<file path="src/rtl/vga_sync_decoder.sv">
// ---------------------------------------------------------------------------
// vga_sync_decoder
//
// Recovers pixel coordinates and colour from a raw VGA stream (active-low
// hsync/vsync plus 3-bit RGB) sampled on pixel strobes. Sync and colour pass
// through two strobe-gated register stages. Falling edges of the synchronised
// hsync/vsync drive a column counter (hcnt) and a line counter (vcnt). A lock
// FSM accepts the timing once a full frame with correct line and frame
// lengths has been observed. The recovered row/column/colour are presented
// only while locked and inside the active window.
//
// Ports
//   clk          in   sole clock
//   rst_l        in   asynchronous active-low reset
//   pix_en       in   pixel strobe; state advances only when high
//   vga_hs_l     in   hsync, active low
//   vga_vs_l     in   vsync, active low
//   vga_rgb      in   [2:0] pixel colour {r,g,b}
//   vga_row      out  [8:0] recovered active row
//   vga_col      out  [9:0] recovered active column
//   vga_display  out  recovered pixel is active and decoder is locked
//   pix_rgb      out  [2:0] recovered colour, aligned with row/col
//   locked       out  timing lock indicator
//   frame_start  out  one-pixel pulse on a vsync falling edge
//   sync_err     out  one-pixel pulse on loss of lock
// ---------------------------------------------------------------------------
module vga_sync_decoder #(
   parameter int H_SYNC  = 96,
   parameter int H_BP    = 48,
   parameter int H_ACT   = 640,
   parameter int H_TOTAL = 800,
   parameter int V_SYNC  = 2,
   parameter int V_BP    = 33,
   parameter int V_ACT   = 480,
   parameter int V_TOTAL = 525
) (
   input  logic       clk,
   input  logic       rst_l,
   input  logic       pix_en,
   input  logic       vga_hs_l,
   input  logic       vga_vs_l,
   input  logic [2:0] vga_rgb,
   output logic [8:0] vga_row,
   output logic [9:0] vga_col,
   output logic       vga_display,
   output logic [2:0] pix_rgb,
   output logic       locked,
   output logic       frame_start,
   output logic       sync_err
);

   localparam logic [9:0] H_LAST  = 10'(H_TOTAL - 1);
   localparam logic [9:0] V_LAST  = 10'(V_TOTAL - 1);
   localparam logic [9:0] H_START = 10'(H_SYNC + H_BP);
   localparam logic [9:0] H_END   = 10'(H_SYNC + H_BP + H_ACT);
   localparam logic [9:0] V_START = 10'(V_SYNC + V_BP);
   localparam logic [9:0] V_END   = 10'(V_SYNC + V_BP + V_ACT);
   localparam logic [9:0] CNT_MAX = 10'd1023;

   typedef enum logic [1:0] {
      ST_UNLOCKED = 2'd0,
      ST_TRACK    = 2'd1,
      ST_LOCKED   = 2'd2
   } state_e;

   logic       hs_s1_q, hs_s2_q;
   logic       vs_s1_q, vs_s2_q;
   logic [2:0] rgb_s1_q, rgb_s2_q;
   logic [9:0] hcnt_q, hcnt_d;
   logic [9:0] vcnt_q, vcnt_d;
   state_e     state_q, state_d;

   logic       h_fall, v_fall;
   logic       line_ok, frame_ok, hcnt_sat;
   logic       h_act, v_act;

   // Two-stage sampling of sync and colour, advanced only on pixel strobes.
   // Sync stages reset high so no spurious edge appears after reset.
   always_ff @(posedge clk or negedge rst_l) begin
      if (!rst_l) begin
         hs_s1_q  <= 1'b1;
         hs_s2_q  <= 1'b1;
         vs_s1_q  <= 1'b1;
         vs_s2_q  <= 1'b1;
         rgb_s1_q <= 3'd0;
         rgb_s2_q <= 3'd0;
      end else if (pix_en) begin
         hs_s1_q  <= vga_hs_l;
         hs_s2_q  <= hs_s1_q;
         vs_s1_q  <= vga_vs_l;
         vs_s2_q  <= vs_s1_q;
         rgb_s1_q <= vga_rgb;
         rgb_s2_q <= rgb_s1_q;
      end
   end

   // Edge events are qualified by the strobe so that every pulse and every
   // state change derived from them is zero while pix_en is low.
   assign h_fall   = pix_en & ~hs_s1_q & hs_s2_q;
   assign v_fall   = pix_en & ~vs_s1_q & vs_s2_q;
   assign line_ok  = (hcnt_q == H_LAST);
   assign frame_ok = (vcnt_q == V_LAST);
   assign hcnt_sat = pix_en & (hcnt_q == CNT_MAX);

   // hcnt indexes the pixel held in the second colour stage, so the
   // coordinates and rgb_s2_q line up without extra delay.
   always_comb begin
      hcnt_d = hcnt_q;
      if (h_fall) begin
         hcnt_d = 10'd0;
      end else if (pix_en && (hcnt_q != CNT_MAX)) begin
         hcnt_d = hcnt_q + 10'd1;
      end
   end

   always_comb begin
      vcnt_d = vcnt_q;
      if (v_fall) begin
         vcnt_d = 10'd0;
      end else if (h_fall && (vcnt_q != CNT_MAX)) begin
         vcnt_d = vcnt_q + 10'd1;
      end
   end

   always_ff @(posedge clk or negedge rst_l) begin
      if (!rst_l) begin
         hcnt_q <= 10'd0;
         vcnt_q <= 10'd0;
      end else begin
         hcnt_q <= hcnt_d;
         vcnt_q <= vcnt_d;
      end
   end

   // Lock FSM: state register
   always_ff @(posedge clk or negedge rst_l) begin
      if (!rst_l) begin
         state_q <= ST_UNLOCKED;
      end else begin
         state_q <= state_d;
      end
   end

   // Lock FSM: next state. A bad line or a runaway hcnt drops lock from
   // both TRACK and LOCKED; a bad line takes precedence over a frame edge
   // arriving in the same pixel.
   always_comb begin
      state_d = state_q;
      unique case (state_q)
         ST_UNLOCKED: begin
            if (v_fall) state_d = ST_TRACK;
         end
         ST_TRACK: begin
            if ((h_fall && !line_ok) || hcnt_sat) begin
               state_d = ST_UNLOCKED;
            end else if (v_fall && frame_ok) begin
               state_d = ST_LOCKED;
            end
         end
         ST_LOCKED: begin
            if ((h_fall && !line_ok) || (v_fall && !frame_ok) || hcnt_sat) begin
               state_d = ST_UNLOCKED;
            end
         end
         default: state_d = ST_UNLOCKED;
      endcase
   end

   assign h_act = (hcnt_q >= H_START) && (hcnt_q < H_END);
   assign v_act = (vcnt_q >= V_START) && (vcnt_q < V_END);

   // Lock FSM: outputs. Everything is derived from registers that reset
   // asynchronously, so all outputs drop to zero as soon as rst_l falls.
   always_comb begin
      locked      = (state_q == ST_LOCKED);
      sync_err    = (state_q == ST_LOCKED) && (state_d == ST_UNLOCKED);
      frame_start = v_fall;
      vga_display = (state_q == ST_LOCKED) && h_act && v_act;
      vga_col     = 10'd0;
      vga_row     = 9'd0;
      pix_rgb     = 3'd0;
      if (vga_display) begin
         vga_col = hcnt_q - H_START;
         vga_row = 9'(vcnt_q - V_START);
         pix_rgb = rgb_s2_q;
      end
   end

endmodule
</file>
<file path="config.mk">
export PLATFORM = sky130hd
export DESIGN_NAME = vga_sync_decoder
export DESIGN_NICKNAME = d
export VERILOG_FILES = /design/src/rtl/vga_sync_decoder.sv
export SDC_FILE = /design/constraint.sdc
export NUM_CORES = 1
export LEC_CHECK = 0
export BUFFER_PORTS_ARGS = -buffer_cell sky130_fd_sc_hd__buf_2
export CORE_UTILIZATION = 44
export CTS_BUF_LIST = sky130_fd_sc_hd__clkbuf_8
export DETAILED_ROUTE_END_ITERATION = 10
export PLACE_DENSITY = 0.67
export SYNTH_ARGS = -nofsm -noshare
export SYNTH_HDL_FRONTEND = slang
export SYNTH_SLANG_ARGS = --single-unit
export TNS_END_PERCENT = 100
</file>
<file path="constraint.sdc">
create_clock -name clk -period 2.2 [get_ports clk]
set_input_delay 0.44 -clock clk [delete_from_list [all_inputs] [get_ports clk]]
set_output_delay 0.44 -clock clk [all_outputs]
set_load 0.01 [all_outputs]
</file>
==> results <==
- The run finished, with violations left.
- The checks that failed: negative setup slack.
- The stage delay of the slowest cell on the critical path is 0.56 ns.
- The final period utilization is 119%.
- The die is 73.5 um tall.
- The total grt overflow is 0.
- For this block, the initial DRC count from the detailed router was 158.
- In the synthesized netlist the dominant register cell turns out to be dfrtp_1.
- The count of antenna diodes in the layout is 0.
- The starting utilization of the core area is 46.7%.
- The detailed-placement wirelength estimate is 4010 um.
- The proportion of synthesized flip-flops having asynchronous set or reset is 100%.
- Based on the critical path, the design can be clocked at up to 382 MHz.
- The category of the worst setup path launch point is a register.
- The average cell area after synthesis is 9.41 um2.
- For the worst-skew pair, the clock arrives at the later sink with an insertion delay of 0.29 ns.
- The longest clock path from root to sink contains 2 buffers.
- The number of distinct library cells after synthesis is 52.
- The static leakage power is 1.46 nW.
- Among all stages on the critical path, the largest delay is contributed by or4_4.
- In the layout the commonest cells are 42 x buf_4, 33 x buf_2, 28 x dfrtp_1, 21 x nor2_1, 12 x nand2_1.
- The utilization after layout is 64.3%.
- The congestion estimate from routability-driven global placement came to 0.897.
- The total count of max-transition violations in the final report came to 0.
- The area growth from synthesis to layout is 37.7%.
- Setup repair after global routing could not meet its margin everywhere.
- The max-capacitance violation count is 0.
- The routed layout has 2035 vias.
- In this run the horizontal extent of the chip is 73.5 um.
- The endpoint class of the critical path is an output pin.
- The power density over the cells is 655 mW/mm2.
- Among cell families on the critical path, the largest total delay comes from simple AND/OR/NAND/NOR gates.
- The post-detailed-route via-to-cell ratio is 5.44.
- The cell count after synthesis came out at 239.
- The final count of hold timing violations is 0.
- The fraction of layout cells with a size suffix above 1 is 45.6%.
- The worst path in the final design needs a cycle of 2.62 ns, including I/O delays and setup.
- The critical path arrival is 2.18 ns.
- Walking the worst path, the cells encountered are or4_4 > o31ai_4 > o211ai_4 > buf_12 > nor3_2 > buf_2.
- In the final design database the tool counted 321 nets.
- The count of state elements after synthesis is 32.
- Global routing consumed, over all layers together, 22.3% of the routing resources.
- The routed design has 5520 um of wire.
- The total of hold buffers inserted after clock tree synthesis is 0.
- The largest voltage drop on the vdd net is 0.519 mV.
- The yosys synthesis warning count is 0.
- The final setup violation count is 24.
- Together, buffers and inverters on the worst path number 2.
- The H-tree depth reported by CTS is 2.
- The overall die area is 0.00540 mm2.
- The net count after synthesis is 254.
- The first global-routing pass estimated 9140 um of wire.
- The post-detailed-route wirelength per cell is 14.8 um.
- The path class of the tightest hold or removal check is input port to asynchronous set/reset pin.
- In this run the tool buffered the top-level ports with 33 buffer cells.
- The largest fanout on the critical path is 10.
- The count of antenna-violating nets left after detailed routing is 0.
- The clock tree from TritonCTS is yes.
- Leaving out fill and tap cells, the most frequent cell in the layout is buf_4.
- The floorplan has 25 rows.
- The count of TritonRoute iterations in the first routing pass is 4.
- The post-route DRC violation count is 0.
- Sequential elements use 35.8% of the synthesized area.
- By startpoint and endpoint, the worst setup path is classified as register to output pin.
- The cell area after synthesis is 0.00225 mm2.
- The number of global-route vias before repair is 1905.
- The number of clock sinks is 32.
- The final setup slack of the worst path is -0.415 ns.
- On the final layout, the worst clock skew is 0.00669 ns.
- TritonCTS created 5 clock buffers.
- The worst-case headroom to the max-slew limit is 51.7%.
- The number of enable flip-flop cells after synthesis is 0.
- After floorplanning, the core was sized to cover 0.00482 mm2.
- Clock-pin slew was measured on the worst setup and hold paths at 0.07 ns.
- The total power draw is 2.03 mW.
- For this design the top-level I/O count stands at 34.
- For the pin with the worst max-slew slack, the measured transition is 0.725 ns.
- The number of antenna violations at the first check in global routing is 0.
- The required time of the critical path is 1.76 ns.
- The tree is rooted in a clkbuf_8.
- The largest net degree at the start of global routing is 33.
==> layout make-up <==
class | count | area, um2
Fill cell | 418 | 1720
Sequential cell | 32 | 806
Multi-Input combinational cell | 177 | 1470
Tap cell | 67 | 83.8
Clock buffer | 5 | 68.8
Clock inverter | 3 | 42.5
Timing Repair Buffer | 82 | 598
Inverter | 8 | 30.0
==> repair_timing <==
item	4_1_cts	5_1_grt
pin swaps	3	0
setup endpoints to repair	24	24
setup buffers	3	1
cloned	1	0
gates resized for setup	8	4
==> flip-flops by register name (all words and copies together) (netlist names) <==
name and cells:
rgb_s1_q 3, hs_s2_q 1, rgb_s2_q 3, hs_s1_q 1, vs_s2_q 1, state_q 2
vcnt_q 10, vs_s1_q 1, hcnt_q 10
==> through the flow <==
stage	instance area, um2	setup TNS (ns)	hold WS, ns	std cells	setup WS [ns]
floorplan	2390	-1.37	0.144	239	-0.0931
global placement	2860	-2.20	0.445	361	-0.122
detailed placement	2860	-2.49	0.478	361	-0.196
CTS	3070	-9.19	0.237	373	-0.434
global route	3100	-10.88	0.265	374	-0.499
finish	3100	-8.75	0.208	374	-0.415
==> cells by family after synthesis <==
| logic type | Yosys count | share of synthesized area [%] |
|---|---|---|
| flip-flops | 32 | 35.8 |
| multiplexers | 14 | 6.79 |
| AND/OR/NAND/NOR | 102 | 28.0 |
| XOR/XNOR | 15 | 5.84 |
| adder cells (fa/ha/maj) | 7 | 3.90 |
| AO/OA/AOI/OAI | 39 | 13.0 |
| buffers and inverters | 30 | 6.57 |
==> Yosys cell counts, types with 2 or more instances <==
cell	number	share of area, %
and3b_1	2	0.78
a21oi_1	11	2.4
nor3_1	10	2.2
nor2_1	21	3.5
a211oi_1	2	0.67
o31ai_1	2	0.67
ha_1	7	3.9
nor3b_2	5	2.8
clkbuf_1	11	1.8
nor4b_1	2	0.78
mux2_2	10	5.0
xnor2_1	11	4.3
o21a_1	2	0.67
nand4_1	7	1.9
dfstp_2	4	4.7
and3_1	5	1.4
nor3_2	9	4.0
o21ai_0	5	1.1
inv_1	8	1.3
nand2b_1	2	0.56
xor2_1	4	1.6
buf_6	3	1.5
nand3b_1	2	0.67
nand3_1	7	1.6
dfrtp_1	28	31
nand2_1	13	2.2
mux2i_1	4	1.8
a211o_1	2	0.78
or3_1	6	1.7
o211ai_1	3	1.0
nor2b_1	3	0.83
buf_2	7	1.6
a2111oi_0	2	0.78
==> report_power, final <==
part / internal [mW] / leakage [nW] / switching, mW
Clock: 0.335 / 0.0541 / 0.235
Combinational: 0.360 / 0.999 / 0.357
Sequential: 0.687 / 0.410 / 0.0556
==> path summary, 6_finish.rpt <==
check / start / endpoint / slack, ns / depth (start not counted)
max: vcnt_q[7] / vga_row[7] / -0.42 / 6
min: rst_l / hcnt_q[4] / 0.21 / 1
max reg2reg: vcnt_q[1] / vcnt_q[8] / 0.34 / 7
min reg2reg: state_q[1] / state_q[0] / 0.48 / 1
max in group asynchronous: rst_l / rgb_s1_q[0] / 1.53 / 1
min in group clk: vga_vs_l / vs_s1_q / 0.38 / 2
==> metal layers <==
layer	track usage (%)	part of all wire (%)	wire, um	vias up
li1	-	-	-	991
met1	30.1	47	2580	978
met2	35.7	48	2640	60
met3	5.21	4.5	247	6
met4	6.62	1.1	61	0
met5	0	0	0	-
==> worst reg2reg max path, cell delays in order (launching register included) <==
cell and delay [ns]:
dfrtp_1 0.36, ha_2 0.20, buf_6 0.11, buf_4 0.14
nand3_1 0.16, a2111oi_0 0.54, xnor2_1 0.18, nor2_1 0.05
Power figures use the tool's default switching activity.
